## src/rtl/lane_select_sequencer.sv

```systemverilog
// Arbitrated sequencer for a 16-lane select datapath: grants one of two requesters,
// holds the decoded select controls for SETTLE cycles, then captures and presents the result.
// Optional DONE-state abandonment timer is enabled by defining SEL_TIMEOUT_EN.
module lane_select_sequencer #(
  parameter int unsigned SETTLE  = 2,
  parameter int unsigned TIMEOUT = 255
) (
  input  logic        clk,
  input  logic        rst_n,
  input  logic        req_a,
  input  logic        req_b,
  input  logic [1:0]  mode_a,
  input  logic [1:0]  mode_b,
  output logic        gnt_a,
  output logic        gnt_b,
  output logic        sel_u,
  output logic        sel_t,
  output logic        sel_s,
  input  logic [15:0] dp_res,
  output logic [15:0] res,
  output logic        res_src,
  output logic        res_valid,
  input  logic        res_ack,
  output logic        busy
`ifdef SEL_TIMEOUT_EN
  ,
  output logic        timeout
`endif
);

  localparam logic [1:0] IDLE  = 2'd0;
  localparam logic [1:0] SETUP = 2'd1;
  localparam logic [1:0] DONE  = 2'd2;

  localparam logic [3:0] SETTLE_LAST = 4'(SETTLE - 1);

  logic [1:0]  state_q, state_d;
  logic [3:0]  cnt_q, cnt_d;
  logic [1:0]  mode_q, mode_d;
  logic        owner_q, owner_d;
  logic        last_b_q, last_b_d;
  logic [15:0] res_q, res_d;
  logic        res_src_q, res_src_d;
  logic        gnt_a_q, gnt_a_d;
  logic        gnt_b_q, gnt_b_d;
  logic        win_b;
  logic [2:0]  sel_vec;

`ifdef SEL_TIMEOUT_EN
  localparam logic [7:0] TIMEOUT_LAST = 8'(TIMEOUT - 1);
  logic [7:0]  tcnt_q, tcnt_d;
  logic        timeout_q, timeout_d;
`endif

  // On a tie the requester not served last wins; last_b resets high so A wins first.
  always_comb begin
    win_b = req_b && (!req_a || !last_b_q);
  end

  always_comb begin
    state_d   = state_q;
    cnt_d     = cnt_q;
    mode_d    = mode_q;
    owner_d   = owner_q;
    last_b_d  = last_b_q;
    res_d     = res_q;
    res_src_d = res_src_q;
    gnt_a_d   = 1'b0;
    gnt_b_d   = 1'b0;
`ifdef SEL_TIMEOUT_EN
    tcnt_d    = tcnt_q;
    timeout_d = 1'b0;
`endif
    case (state_q)
      IDLE: begin
        if (req_a || req_b) begin
          mode_d   = win_b ? mode_b : mode_a;
          owner_d  = win_b;
          last_b_d = win_b;
          gnt_a_d  = !win_b;
          gnt_b_d  = win_b;
          cnt_d    = '0;
          state_d  = SETUP;
        end
      end
      SETUP: begin
        if (cnt_q == SETTLE_LAST) begin
          res_d     = dp_res;
          res_src_d = owner_q;
          cnt_d     = '0;
          state_d   = DONE;
`ifdef SEL_TIMEOUT_EN
          tcnt_d    = '0;
`endif
        end else begin
          cnt_d = cnt_q + 4'd1;
        end
      end
      DONE: begin
        if (res_ack) begin
          state_d = IDLE;
`ifdef SEL_TIMEOUT_EN
          tcnt_d  = '0;
        end else if (tcnt_q == TIMEOUT_LAST) begin
          state_d   = IDLE;
          tcnt_d    = '0;
          timeout_d = 1'b1;
        end else begin
          tcnt_d = tcnt_q + 8'd1;
`endif
        end
      end
      default: state_d = IDLE;
    endcase
  end

  always_ff @(posedge clk) begin
    if (!rst_n) begin
      state_q   <= IDLE;
      cnt_q     <= '0;
      mode_q    <= '0;
      owner_q   <= 1'b0;
      last_b_q  <= 1'b1;
      res_q     <= '0;
      res_src_q <= 1'b0;
      gnt_a_q   <= 1'b0;
      gnt_b_q   <= 1'b0;
`ifdef SEL_TIMEOUT_EN
      tcnt_q    <= '0;
      timeout_q <= 1'b0;
`endif
    end else begin
      state_q   <= state_d;
      cnt_q     <= cnt_d;
      mode_q    <= mode_d;
      owner_q   <= owner_d;
      last_b_q  <= last_b_d;
      res_q     <= res_d;
      res_src_q <= res_src_d;
      gnt_a_q   <= gnt_a_d;
      gnt_b_q   <= gnt_b_d;
`ifdef SEL_TIMEOUT_EN
      tcnt_q    <= tcnt_d;
      timeout_q <= timeout_d;
`endif
    end
  end

  // Controls come from the latched mode, so mode input changes mid-operation are ignored.
  always_comb begin
    sel_vec = 3'b000;
    if (state_q != IDLE) begin
      case (mode_q)
        2'b00:   sel_vec = 3'b000;
        2'b01:   sel_vec = 3'b100;
        2'b10:   sel_vec = 3'b110;
        default: sel_vec = 3'b101;
      endcase
    end
  end

  assign {sel_u, sel_t, sel_s} = sel_vec;
  assign gnt_a     = gnt_a_q;
  assign gnt_b     = gnt_b_q;
  assign res       = res_q;
  assign res_src   = res_src_q;
  assign res_valid = (state_q == DONE);
  assign busy      = (state_q != IDLE);
`ifdef SEL_TIMEOUT_EN
  assign timeout   = timeout_q;
`endif

endmodule

```

## config.mk

```make
export PLATFORM = sky130hd
export DESIGN_NAME = lane_select_sequencer
export DESIGN_NICKNAME = d
export VERILOG_FILES = /design/src/rtl/lane_select_sequencer.sv
export SDC_FILE = /design/constraint.sdc
export NUM_CORES = 1
export LEC_CHECK = 0
export BUFFER_PORTS_ARGS = -buffer_cell sky130_fd_sc_hd__buf_2
export CAP_MARGIN = 15
export CORE_MARGIN = 1.5
export CORE_UTILIZATION = 51
export DETAILED_ROUTE_END_ITERATION = 7
export PLACE_DENSITY = 0.85
export SLEW_MARGIN = 10
export SYNTH_ARGS = -nofsm -noshare
export SYNTH_HDL_FRONTEND = slang
export SYNTH_SLANG_ARGS = --single-unit
```

## constraint.sdc

```tcl
create_clock -name clk -period 3.3 [get_ports clk]
set_input_delay 0.99 -clock clk [delete_from_list [all_inputs] [get_ports clk]]
set_output_delay 0.99 -clock clk [all_outputs]
set_load 0.005 [all_outputs]
```

======== Word level (Yosys, flattened, before mapping) ========
Index checks and enable logic that the tools add are counted.
storage, ports and cells
  register bits ........................... 29
  input port bits ......................... 25
  output and inout port bits .............. 24
  word-level logic and storage cells ...... 43
operators by class
  add/sub/neg operators ................... 1
  eq/ne operators ......................... 8
  mux-type cells .......................... 10
  reduce and logical (&&, ||, !) cells .... 15
operators with widths
  kind                                                                      number
  3-bit one-hot mux with 3 select lines                                     1
  2-bit two-way mux                                                         4
  4-bit two-way mux                                                         2
  4-bit one-hot mux with 2 select lines                                     1
  2-bit one-hot mux with 3 select lines                                     1
  2-bit AND reduction                                                       3
  3-bit AND reduction                                                       2
  4-bit by 1-bit adder with 4-bit output (second input constant)            1
  2-bit by 1-bit equality test with 1-bit output (second input constant)    2
  2-bit equality test (second input constant)                               2
  4-bit by 1-bit equality test with 1-bit output (second input constant)    1
  2-bit zero test                                                           2
  2-bit inequality test (second input constant)                             2
  2-bit nonzero test                                                        2
  1-bit zero test                                                           3
  3-bit two-way mux                                                         1
  1-bit logical OR                                                          2
  2-bit by 1-bit inequality test with 1-bit output (second input constant)  1
  1-bit logical AND                                                         1

======== Longest topological paths before layout ========
Gate-level depths: netlist of the first run.
  word-level depth ........................ 4
  gate-level depth with buffers ........... 7
  depth with buffers taken out ............ 5

======== Worst setup path before layout of the first run ========
Ideal clock, no wire load.
  path kind ............................... register to output
  start ................................... reg state_q[1]
  end ..................................... out sel_s
  arrival time ............................ 896 ps
  path slack .............................. 1,414 ps
  stages on the path, launching flop included .. 4
  path buffers ............................ 0
  cell sequence ........................... dfxtp_1 nor2_2 inv_1 and3_1
between the ends
  longest elaborated chain between the ends .. 2
RTL lines
  item                      RTL line  text
  start: declaration        37        logic [1:0] state_q, state_d;
  start signal: assignment  133       state_q <= state_d;
  2-bit nonzero test        -
  net busy                  24        output logic busy
  3-bit two-way mux         152       if (state_q != IDLE) begin
  end: declaration          18        output logic sel_s,
The timed path passes the listed nets, and every way through them passes these cells.

======== Final worst setup path of the first run ========
  start ................................... reg state_q[1]
  end ..................................... out sel_s
between the ends
  longest elaborated chain between the ends .. 2
RTL lines
  item                RTL line
  2-bit nonzero test  152
  3-bit two-way mux   152
Every way passes these cells.

==> qor.json, run 1 <==
{
  "maxCapViolations": {"value": 0},
  "power.density": {"value": 456, "unit": "nW/um^2"},
  "postSynthAreaPerCell": {"value": 9.08, "unit": "sq um"},
  "timing.setup.critical_path_class": {"value": "reg2out"},
  "design_power_total": {"value": 0.710, "unit": "mW"},
  "grt_usage": {"value": 21.0, "unit": "%"},
  "die_y": {"value": 52.8, "unit": "um"},
  "fin_worst_hold_slack": {"value": 0.456, "unit": "ns"},
  "unrepaired_setup_endpoints_after_global_routing": {"value": "no"},
  "r2r_cells": {"value": 4},
  "final_period_minus_worst_setup_slack": {"value": 2.44, "unit": "ns"},
  "timing.rr.end": {"value": "res[7]$_SDFFE_PN0P_"},
  "dr.first_iter.drc_count": {"value": 12},
  "slew_headroom": {"value": 30.5, "unit": "%"},
  "antenna_violating_nets_post_route": {"value": 0},
  "grt_first_pass_wirelength": {"value": 4030, "unit": "um"},
  "seq_area": {"value": 581, "unit": "sq um"},
  "globalplace.congestion": {"value": 0.774},
  "worst-path-max-fanout": {"value": 9},
  "routed_wl": {"value": 2510, "unit": "um"},
  "min-delay-path-class": {"value": "reg2reg"},
  "h-tree-depth": {"value": 2},
  "cts.root.buffer_cell": {"value": "sky130_fd_sc_hd__clkbuf_4"},
  "worst_setup_path_start_kind": {"value": "flop"},
  "fp.dieW": {"value": 52.8, "unit": "um"},
  "required": {"value": 2.31, "unit": "ns"},
  "tritoncts_clock_tree": {"value": "built"},
  "portBuffers": {"value": 48},
  "crit_path_cells": {"value": "nor2_2 -> inv_1 -> and3_1 -> buf_2"},
  "multi_input_comb_area": {"value": 623, "unit": "sq um"},
  "cts_sinks": {"value": 29},
  "utilization": {"value": 68.4, "unit": "%"},
  "max-vdd-ir-drop": {"value": 337, "unit": "uV"},
  "syn-num-nets": {"value": 166},
  "dp_hpwl": {"value": 1860, "unit": "um"},
  "ys_types": {"value": 32},
  "holdBufCountCts": {"value": 0},
  "postSynthRegisterBits": {"value": 29},
  "clk_pin_slew": {"value": 0.08, "unit": "ns"},
  "final_nets": {"value": 215},
  "final_cell_mix": {"value": "sky130_fd_sc_hd__buf_2 (48), sky130_fd_sc_hd__nand2_1 (36), sky130_fd_sc_hd__dfxtp_1 (29)"},
  "vias_in_the_first_global_route": {"value": 1008},
  "timing.critical_path.buf_inv": {"value": 2},
  "grt_antenna_before_repair": {"value": 0},
  "detail_route.wl_per_cell": {"value": 11.6, "unit": "um"},
  "core-area": {"value": 2280, "unit": "sq um"},
  "yosys.area.top_type_share": {"value": 46.0, "unit": "%"},
  "clkLatencyLatePin": {"value": 0.32, "unit": "ns"},
  "cts-resized-gates": {"value": 0},
  "r2r-start": {"value": "cnt_q[0]$_SDFFE_PN0P_"},
  "worst_hold_path.endpoint": {"value": "res[10]$_SDFFE_PN0P_"},
  "floorplan.die_area": {"value": 2780, "unit": "sq um"},
  "via_per_inst": {"value": 5.11},
  "power_leakage": {"value": 0.710, "unit": "nW"},
  "grt_overflow": {"value": 0},
  "place_inst": {"value": 209},
  "cts_made_buffers": {"value": 5},
  "drive_above_1_share": {"value": 31.9, "unit": "%"},
  "regToRegSetupSlack": {"value": 1.47, "unit": "ns"},
  "setup_viol": {"value": 0},
  "worst-slew-pin-transition": {"value": 1.04, "unit": "ns"},
  "syn_to_final_growth": {"value": 23.3, "unit": "%"},
  "hold_depth": {"value": 2},
  "max-clock-path-buffers": {"value": 2},
  "num_io_pins": {"value": 49},
  "post_synth_main_area_contributors": {"value": "sky130_fd_sc_hd__dfxtp_1 (46%), sky130_fd_sc_hd__mux2i_1 (15%), sky130_fd_sc_hd__nand2_1 (11%), sky130_fd_sc_hd__a21oi_1 (2.0%), sky130_fd_sc_hd__ha_1 (2.0%)"},
  "seq_area_frac_synth": {"value": 46.0, "unit": "%"},
  "synthesis.yosys.warnings": {"value": 0},
  "critical-path-slowest-cell": {"value": "sky130_fd_sc_hd__dfxtp_1"},
  "placementRows": {"value": 17},
  "yosysTopAreaCell": {"value": "sky130_fd_sc_hd__dfxtp_1"},
  "min_period_over_period": {"value": 73.9, "unit": "%"},
  "vias": {"value": 1104},
  "initial_core_util": {"value": 55.5, "unit": "%"},
  "synthesis.instances": {"value": 139},
  "highest_clock_frequency_the_design_can_meet": {"value": 410, "unit": "MHz"},
  "first_pass_iters": {"value": 4},
  "layout.cells.non_filler": {"value": 216},
  "antennaDiodeCount": {"value": 0},
  "hold_path_startpoint": {"value": "res[10]$_SDFFE_PN0P_"},
  "grt_start_max_net_pins": {"value": 26},
  "critical_path.endpoint_type": {"value": "output port"},
  "critical_path_arrival": {"value": 1.45, "unit": "ns"},
  "layout_commonest_cell": {"value": "sky130_fd_sc_hd__buf_2"},
  "hold_viol_final": {"value": 0},
  "crit_family": {"value": "simple AND/OR/NAND/NOR gates"},
  "route.detailed.drc": {"value": 0},
  "finalMaxSlewViolations": {"value": 0},
  "tns": {"value": 0, "unit": "ns"},
  "critical-path-max-stage-delay": {"value": 0.37, "unit": "ns"},
  "timing.clock.skew": {"value": 0.00760, "unit": "ns"},
  "post-cts-setup-buffers": {"value": 0},
  "post_synth_instance_area": {"value": 1260, "unit": "sq um"},
  "final.fill_count": {"value": 186},
  "outcome": {"value": "finished, final reports clean"}
}
[cells in the mapped netlist]
master                     count
sky130_fd_sc_hd__clkbuf_1      5
sky130_fd_sc_hd__or3_1         1
sky130_fd_sc_hd__dfxtp_1      29
sky130_fd_sc_hd__nor2b_1       2
sky130_fd_sc_hd__o211ai_1      1
sky130_fd_sc_hd__nor2_1        4
sky130_fd_sc_hd__nand2_1      36
sky130_fd_sc_hd__nand2b_4      1
sky130_fd_sc_hd__nand2b_1      1
sky130_fd_sc_hd__nand3_1       2
sky130_fd_sc_hd__nor3_2        1
sky130_fd_sc_hd__a211oi_1      3
sky130_fd_sc_hd__or2_2         1
sky130_fd_sc_hd__o31ai_1       1
sky130_fd_sc_hd__nor3_1        3
sky130_fd_sc_hd__a21boi_2      1
sky130_fd_sc_hd__a31oi_1       1
sky130_fd_sc_hd__o311ai_0      1
sky130_fd_sc_hd__buf_12        1
sky130_fd_sc_hd__inv_1         4
sky130_fd_sc_hd__and2b_1       1
sky130_fd_sc_hd__o21a_1        1
sky130_fd_sc_hd__ha_1          2
sky130_fd_sc_hd__and3_1        3
sky130_fd_sc_hd__a21oi_1       5
sky130_fd_sc_hd__nor2_2        1
sky130_fd_sc_hd__buf_6         1
sky130_fd_sc_hd__mux2i_1      19
sky130_fd_sc_hd__nand3b_1      1
sky130_fd_sc_hd__o21bai_1      1
sky130_fd_sc_hd__nor3b_1       1
sky130_fd_sc_hd__o21ai_0       4
[where the power goes]
part | total (mW) | switching (mW) | leakage [nW] | internal [mW]
combinational | 0.112 | 0.0598 | 0.443 | 0.0527
sequential | 0.386 | 0.0160 | 0.236 | 0.370
clock | 0.211 | 0.111 | 0.0314 | 0.100
[sequential cells by signal (all words and copies together) (netlist names)]
name,count
owner_q,1
state_q,2
cnt_q,4
gnt_b,1
gnt_a,1
mode_q,2
res_src,1
res,16
last_b_q,1
[worst max path at each step]
stage | to | cells past startpoint | start
after floorplan | sel_s | 3 | state_q[1]$_SDFFE_PN0P_
after global placement | sel_s | 4 | state_q[1]$_SDFFE_PN0P_
after detailed placement | sel_s | 4 | state_q[1]$_SDFFE_PN0P_
after CTS | sel_s | 4 | state_q[1]$_SDFFE_PN0P_
after global routing | sel_s | 4 | state_q[1]$_SDFFE_PN0P_
final | sel_s | 4 | state_q[1]$_SDFFE_PN0P_
[layer usage]
metal / GRT usage [%] / vias up / wire length, um
li1: - / 569 / -
met1: 21.5 / 489 / 1120
met2: 35.4 / 42 / 1180
met3: 10.6 / 4 / 182
met4: 9.40 / 0 / 30
met5: 0 / - / 0
[kinds of logic after synthesis]
logic type | Yosys count | share of synthesized area (%)
buffers and inverters | 11 | 5.15
adders and majority gates | 2 | 1.98
DFF | 29 | 46.0
muxes | 19 | 15.1
and+or+nand+nor | 59 | 22.0
AOI/OAI and AO/OA | 19 | 9.81
[metrics by stage]
stage	setup slack (ns)	area (sq um)
after floorplan	1.41	1260
after global placement	1.28	1500
after detailed placement	1.23	1500
after CTS	0.854	1560
after global routing	0.737	1560
final	0.862	1560
[cell type report]
| cell class | count | share of cell area [%] |
|---|---|---|
| inverters | 4 | 0.965 |
| flip-flops and latches | 29 | 37.3 |
| multi-input cells | 99 | 40.0 |
| clock buffers | 7 | 3.54 |
| well taps | 28 | 2.25 |
| repair buffers | 49 | 15.9 |
[tightest hold or removal path, stage by stage, from the launching register on]
cell and delay (ns):
sky130_fd_sc_hd__dfxtp_1 0.31, sky130_fd_sc_hd__nand2_1 0.05, sky130_fd_sc_hd__mux2i_1 0.05
Power figures use the tool's default switching activity.
==> run 2: changes to the inputs <==
--- a/config.mk
+++ b/config.mk
@@ -8,9 +8,9 @@
 export BUFFER_PORTS_ARGS = -buffer_cell sky130_fd_sc_hd__buf_2
 export CAP_MARGIN = 15
 export CORE_MARGIN = 1.5
-export CORE_UTILIZATION = 51
+export CORE_UTILIZATION = 47
 export DETAILED_ROUTE_END_ITERATION = 7
-export PLACE_DENSITY = 0.85
+export PLACE_DENSITY = 0.79
 export SLEW_MARGIN = 10
 export SYNTH_ARGS = -nofsm -noshare
 export SYNTH_HDL_FRONTEND = slang
==> constraint.sdc (replaced) <==
create_clock -name clk -period 2.45 [get_ports clk]
set_input_delay 0.735 -clock clk [delete_from_list [all_inputs] [get_ports clk]]
set_output_delay 0.735 -clock clk [all_outputs]
set_load 0.005 [all_outputs]
==> run 2 against run 1 <==
Effect of this change: power grew 35%; sequential power increased by 35%; highest routed layer unchanged; largest power group unchanged; clock power grew 34%; critical path depth unchanged; die area rose by 8.0%; non-clock buffer count rose by 2; utilization is 5.4 points lower; worst setup slack lost 0.57 ns.
==> qor.json, run 2 (synthesized netlist as in run 1, its figures left out) <==
{
  "layout_commonest_cell": {"value": "sky130_fd_sc_hd__buf_2"},
  "die_y": {"value": 54.8, "unit": "um"},
  "timing.setup.critical_path_class": {"value": "reg2out"},
  "placed_cell_area": {"value": 1520, "unit": "sq um"},
  "routed_wl": {"value": 2540, "unit": "um"},
  "crit_path_cells": {"value": "nor2_2 -> inv_1 -> and3_1 -> buf_2"},
  "drive_above_1_share": {"value": 32.6, "unit": "%"},
  "holdBufCountCts": {"value": 0},
  "design_power_total": {"value": 0.957, "unit": "mW"},
  "max-clock-path-buffers": {"value": 2},
  "vias": {"value": 1118},
  "post-cts-setup-buffers": {"value": 0},
  "num_io_pins": {"value": 49},
  "r2r_cells": {"value": 5},
  "dp_worst_setup_slack": {"value": 0.646, "unit": "ns"},
  "hold_viol_final": {"value": 0},
  "dp_hpwl": {"value": 1930, "unit": "um"},
  "min_period_over_period": {"value": 88.2, "unit": "%"},
  "clk_pin_slew": {"value": 0.08, "unit": "ns"},
  "route.detailed.drc": {"value": 0},
  "final_cell_mix": {"value": "sky130_fd_sc_hd__buf_2 (48), sky130_fd_sc_hd__nand2_1 (36), sky130_fd_sc_hd__dfxtp_1 (29)"},
  "dr.first_iter.drc_count": {"value": 13},
  "critical-path-max-stage-delay": {"value": 0.37, "unit": "ns"},
  "antenna_violating_nets_post_route": {"value": 0},
  "cts_made_buffers": {"value": 5},
  "floorplan.die_area": {"value": 3010, "unit": "sq um"},
  "slew_headroom": {"value": 69.6, "unit": "%"},
  "highest_clock_frequency_the_design_can_meet": {"value": 463, "unit": "MHz"},
  "clkLatencyLatePin": {"value": 0.31, "unit": "ns"},
  "worst_setup_margin": {"value": 0.290, "unit": "ns"},
  "power_leakage": {"value": 0.721, "unit": "nW"},
  "hold_depth": {"value": 2},
  "first_pass_iters": {"value": 4},
  "largest_register_ffs": {"value": 16},
  "critical-path-slowest-cell": {"value": "sky130_fd_sc_hd__dfxtp_1"},
  "placementRows": {"value": 18},
  "antennaDiodeCount": {"value": 0},
  "setup_viol": {"value": 0},
  "worst_setup_path_start_kind": {"value": "flop"},
  "initial_core_util": {"value": 50.5, "unit": "%"},
  "core-area": {"value": 2500, "unit": "sq um"},
  "grt_first_pass_wirelength": {"value": 4100, "unit": "um"},
  "critical_path.endpoint_type": {"value": "output port"},
  "finalMaxSlewViolations": {"value": 0},
  "globalplace.congestion": {"value": 0.732},
  "cts_sinks": {"value": 29},
  "timing.clock.skew": {"value": 0.00745, "unit": "ns"},
  "critical_path_arrival": {"value": 1.42, "unit": "ns"},
  "vias_in_the_first_global_route": {"value": 1017},
  "fin_worst_hold_slack": {"value": 0.458, "unit": "ns"},
  "tns": {"value": 0, "unit": "ns"},
  "detail_route.wl_per_cell": {"value": 11.6, "unit": "um"},
  "outcome": {"value": "finished, final reports clean"},
  "fp.dieW": {"value": 54.8, "unit": "um"},
  "h-tree-depth": {"value": 2},
  "worst-slew-pin-transition": {"value": 0.452, "unit": "ns"},
  "grt_usage": {"value": 20.0, "unit": "%"},
  "cts-resized-gates": {"value": 0},
  "final_nets": {"value": 217},
  "portBuffers": {"value": 48},
  "grt_overflow": {"value": 0},
  "grt_antenna_before_repair": {"value": 0},
  "via_per_inst": {"value": 5.08},
  "cts.root.buffer_cell": {"value": "sky130_fd_sc_hd__clkbuf_4"},
  "unrepaired_setup_endpoints_after_global_routing": {"value": "no"},
  "tritoncts_clock_tree": {"value": "built"},
  "max-vdd-ir-drop": {"value": 541, "unit": "uV"},
  "final_period_minus_worst_setup_slack": {"value": 2.16, "unit": "ns"},
  "syn_to_final_growth": {"value": 24.7, "unit": "%"},
  "finalInstanceArea": {"value": 1570, "unit": "sq um"},
  "required": {"value": 1.71, "unit": "ns"},
  "min-delay-path-class": {"value": "reg2reg"},
  "worst-path-max-fanout": {"value": 9},
  "maxCapViolations": {"value": 0},
  "grt_start_max_net_pins": {"value": 24},
  "power.density": {"value": 608, "unit": "nW/um^2"}
}
run 2: area by class of cell:
cell class                      instances  area (sq um)
Clock buffer                            7          55.1
Timing Repair Buffer                   51           263
Fill cell                             225           926
Sequential cell                        29           581
Tap cell                               30          37.5
Inverter                                4          15.0
Multi-Input combinational cell         99           623
run 2: worst max-delay path: cells and delay by family, from the launching register on:
family                 cells  cell delay, ns
buffers and inverters      2            0.26
DFF                        1            0.37
and+or+nand+nor            2            0.49
run 2: power by group:
group          total [mW]  internal (mW)  switching (mW)
sequential          0.520          0.498          0.0215
combinational       0.154         0.0728          0.0817
clock               0.283          0.135           0.147
total               0.957          0.706           0.251
run 2: stage by stage:
step | util [%] | std cells
2_1_floorplan | - | 139
6_report | 63.0 | 220
3_3_place_gp | 60.8 | 213
5_1_grt | 63.0 | 220
3_5_place_dp | 60.8 | 213
4_1_cts | 63.0 | 220
run 2: final timing paths:
check / slack (ns) / start / to
worst min-delay path: 0.46 / res[0]$_SDFFE_PN0P_ / res[0]$_SDFFE_PN0P_
worst max register to register: 1.15 / cnt_q[0]$_SDFFE_PN0P_ / res[1]$_SDFFE_PN0P_
worst min register to register: 0.46 / res[0]$_SDFFE_PN0P_ / res[0]$_SDFFE_PN0P_
worst max-delay path: 0.29 / state_q[1]$_SDFFE_PN0P_ / sel_s
run 2: layer usage:
| metal | global-route usage (%) | wire [um] | vias to the layer above |
|---|---|---|---|
| met5 | 0 | 0 | - |
| met4 | 8.75 | 34 | 0 |
| met3 | 8.20 | 190 | 4 |
| met2 | 35.7 | 1270 | 39 |
| met1 | 20.2 | 1050 | 505 |
| li1 | - | - | 570 |
==> run 3: changes to the inputs <==
--- a/config.mk
+++ b/config.mk
@@ -10,6 +10,7 @@
 export CORE_MARGIN = 1.5
 export CORE_UTILIZATION = 47
 export DETAILED_ROUTE_END_ITERATION = 7
+export GPL_TIMING_DRIVEN = 0
 export PLACE_DENSITY = 0.79
 export SLEW_MARGIN = 10
 export SYNTH_ARGS = -nofsm -noshare
==> run 3 against run 2 <==
Effect of this change: sequential cell count is the same; final cell count grew 1.8%; worst setup slack lost 0.031 ns; combinational power is essentially flat; largest cell class unchanged; highest routed layer unchanged.
==> qor.json, run 3 (synthesized netlist as in run 1, its figures left out) <==
{
  "multi_input_comb_area": {"value": 617, "unit": "sq um"},
  "h-tree-depth": {"value": 2},
  "power.density": {"value": 623, "unit": "nW/um^2"},
  "hold_viol_final": {"value": 0},
  "cts-resized-gates": {"value": 0},
  "final_nets": {"value": 220},
  "fp.dieW": {"value": 54.8, "unit": "um"},
  "holdBufCountCts": {"value": 0},
  "clkPwrFrac": {"value": 32.4, "unit": "%"},
  "detail_route.wl_per_cell": {"value": 11.5, "unit": "um"},
  "dp_hpwl": {"value": 1970, "unit": "um"},
  "globalplace.congestion": {"value": 0.683},
  "power.sequential.fraction": {"value": 52.0, "unit": "%"},
  "grt_first_pass_wirelength": {"value": 4080, "unit": "um"},
  "portBuffers": {"value": 47},
  "power_leakage": {"value": 0.733, "unit": "nW"},
  "internal-power": {"value": 0.740, "unit": "mW"},
  "tritoncts_clock_tree": {"value": "built"},
  "worst-slew-pin-transition": {"value": 0.437, "unit": "ns"},
  "via_per_inst": {"value": 5.03},
  "final.fill_count": {"value": 230},
  "cts.root.buffer_cell": {"value": "sky130_fd_sc_hd__clkbuf_4"},
  "placementRows": {"value": 18},
  "timing.setup.critical_path_class": {"value": "reg2out"},
  "seq_area": {"value": 581, "unit": "sq um"},
  "power_switching_share": {"value": 25.9, "unit": "%"},
  "slew_headroom": {"value": 70.6, "unit": "%"},
  "layout_commonest_cell": {"value": "sky130_fd_sc_hd__buf_2"},
  "tns": {"value": 0, "unit": "ns"},
  "grt_antenna_before_repair": {"value": 0},
  "initial_core_util": {"value": 50.5, "unit": "%"},
  "placed_cell_area": {"value": 1540, "unit": "sq um"},
  "floorplan.die_area": {"value": 3010, "unit": "sq um"},
  "num_io_pins": {"value": 49},
  "clk_pin_slew": {"value": 0.09, "unit": "ns"},
  "final_period_minus_worst_setup_slack": {"value": 2.19, "unit": "ns"},
  "cts_sinks": {"value": 29},
  "critical_path_arrival": {"value": 1.46, "unit": "ns"},
  "unrepaired_setup_endpoints_after_global_routing": {"value": "no"},
  "grt_start_max_net_pins": {"value": 11},
  "layout.cells.non_filler": {"value": 224},
  "first_pass_iters": {"value": 4},
  "worst-path-max-fanout": {"value": 9},
  "grt_usage": {"value": 19.7, "unit": "%"},
  "die_y": {"value": 54.8, "unit": "um"},
  "finalMaxSlewViolations": {"value": 0},
  "regToRegSetupSlack": {"value": 1.08, "unit": "ns"},
  "core-area": {"value": 2500, "unit": "sq um"},
  "max-vdd-ir-drop": {"value": 412, "unit": "uV"},
  "final_cell_mix": {"value": "sky130_fd_sc_hd__buf_2 (47), sky130_fd_sc_hd__nand2_1 (36), sky130_fd_sc_hd__dfxtp_1 (29)"},
  "grt_overflow": {"value": 0},
  "maxCapViolations": {"value": 0},
  "critical_path.endpoint_type": {"value": "output port"},
  "min-delay-path-class": {"value": "reg2reg"},
  "antennaDiodeCount": {"value": 0},
  "post-cts-setup-buffers": {"value": 0},
  "max-clock-path-buffers": {"value": 2},
  "antenna_violating_nets_post_route": {"value": 0},
  "drive_above_1_share": {"value": 32.0, "unit": "%"},
  "routed_wl": {"value": 2570, "unit": "um"},
  "required": {"value": 1.71, "unit": "ns"},
  "finalInstanceArea": {"value": 1610, "unit": "sq um"},
  "outcome": {"value": "finished, final reports clean"},
  "place_inst": {"value": 216},
  "worst_setup_path_start_kind": {"value": "flop"},
  "route.detailed.drc": {"value": 0},
  "timing.clock.skew": {"value": 0.00946, "unit": "ns"},
  "highest_clock_frequency_the_design_can_meet": {"value": 456, "unit": "MHz"},
  "switching_power": {"value": 0.259, "unit": "mW"},
  "cts_made_buffers": {"value": 5},
  "pwr-share-comb": {"value": 15.6, "unit": "%"},
  "min_period_over_period": {"value": 89.4, "unit": "%"},
  "vias_in_the_first_global_route": {"value": 1010},
  "setup_viol": {"value": 0},
  "syn_to_final_growth": {"value": 27.2, "unit": "%"},
  "design_power_total": {"value": 0.999, "unit": "mW"},
  "largest_register_ffs": {"value": 16},
  "clkLatencyLatePin": {"value": 0.32, "unit": "ns"},
  "vias": {"value": 1127},
  "dr.first_iter.drc_count": {"value": 11}
}
run 3: final cells by class:
class	count	area share [%]
timing repair buffer	47	14.7
clock inverter	1	0.312
multi-input combinational	99	38.4
inverter	4	0.935
tap	30	2.34
clock buffer	7	4.05
sequential	29	36.2
buffer	7	3.12
run 3: path summary, 6_finish.rpt:
| kind | startpoint | to | depth (start not counted) |
|---|---|---|---|
| worst min-delay path | res[9]$_SDFFE_PN0P_ | res[9]$_SDFFE_PN0P_ | 2 |
| worst min register to register | res[9]$_SDFFE_PN0P_ | res[9]$_SDFFE_PN0P_ | 2 |
| worst max register to register | cnt_q[1]$_SDFFE_PN0P_ | state_q[1]$_SDFFE_PN0P_ | 7 |
| worst max-delay path | state_q[1]$_SDFFE_PN0P_ | sel_s | 4 |
run 3: stage by stage:
step / hold slack, ns / util (%) / setup WS [ns]
3_5_place_dp: 0.444 / 61.4 / 0.617
5_1_grt: 0.471 / 64.2 / 0.139
2_1_floorplan: 0.435 / - / 0.819
4_1_cts: 0.458 / 64.2 / 0.233
3_3_place_gp: 0.439 / 61.4 / 0.622
6_report: 0.454 / 64.2 / 0.259
run 3: power by group through the flow:
stage / registers, mW / clock network (mW) / logic (mW)
finish: 0.520 / 0.324 / 0.156
global route: 0.524 / 0.358 / 0.175
CTS: 0.520 / 0.338 / 0.159
detailed placement: 0.531 / 0 / 0.157
global placement: 0.529 / 0 / 0.152
floorplan: 0.528 / 0 / 0.0992
run 3: layer usage:
metal	track usage [%]	vias to the layer above	routed length (um)
met1	21.1	506	1100
li1	-	579	-
met5	0	-	0
met3	8.20	4	190
met4	8.33	0	39
met2	33.7	38	1240
run 3: worst max-delay path, stage by stage (launching register included):
cell	delay [ns]
sky130_fd_sc_hd__dfxtp_1	0.38
sky130_fd_sc_hd__nor2_2	0.30
sky130_fd_sc_hd__inv_1	0.13
sky130_fd_sc_hd__and3_1	0.20
sky130_fd_sc_hd__buf_2	0.12
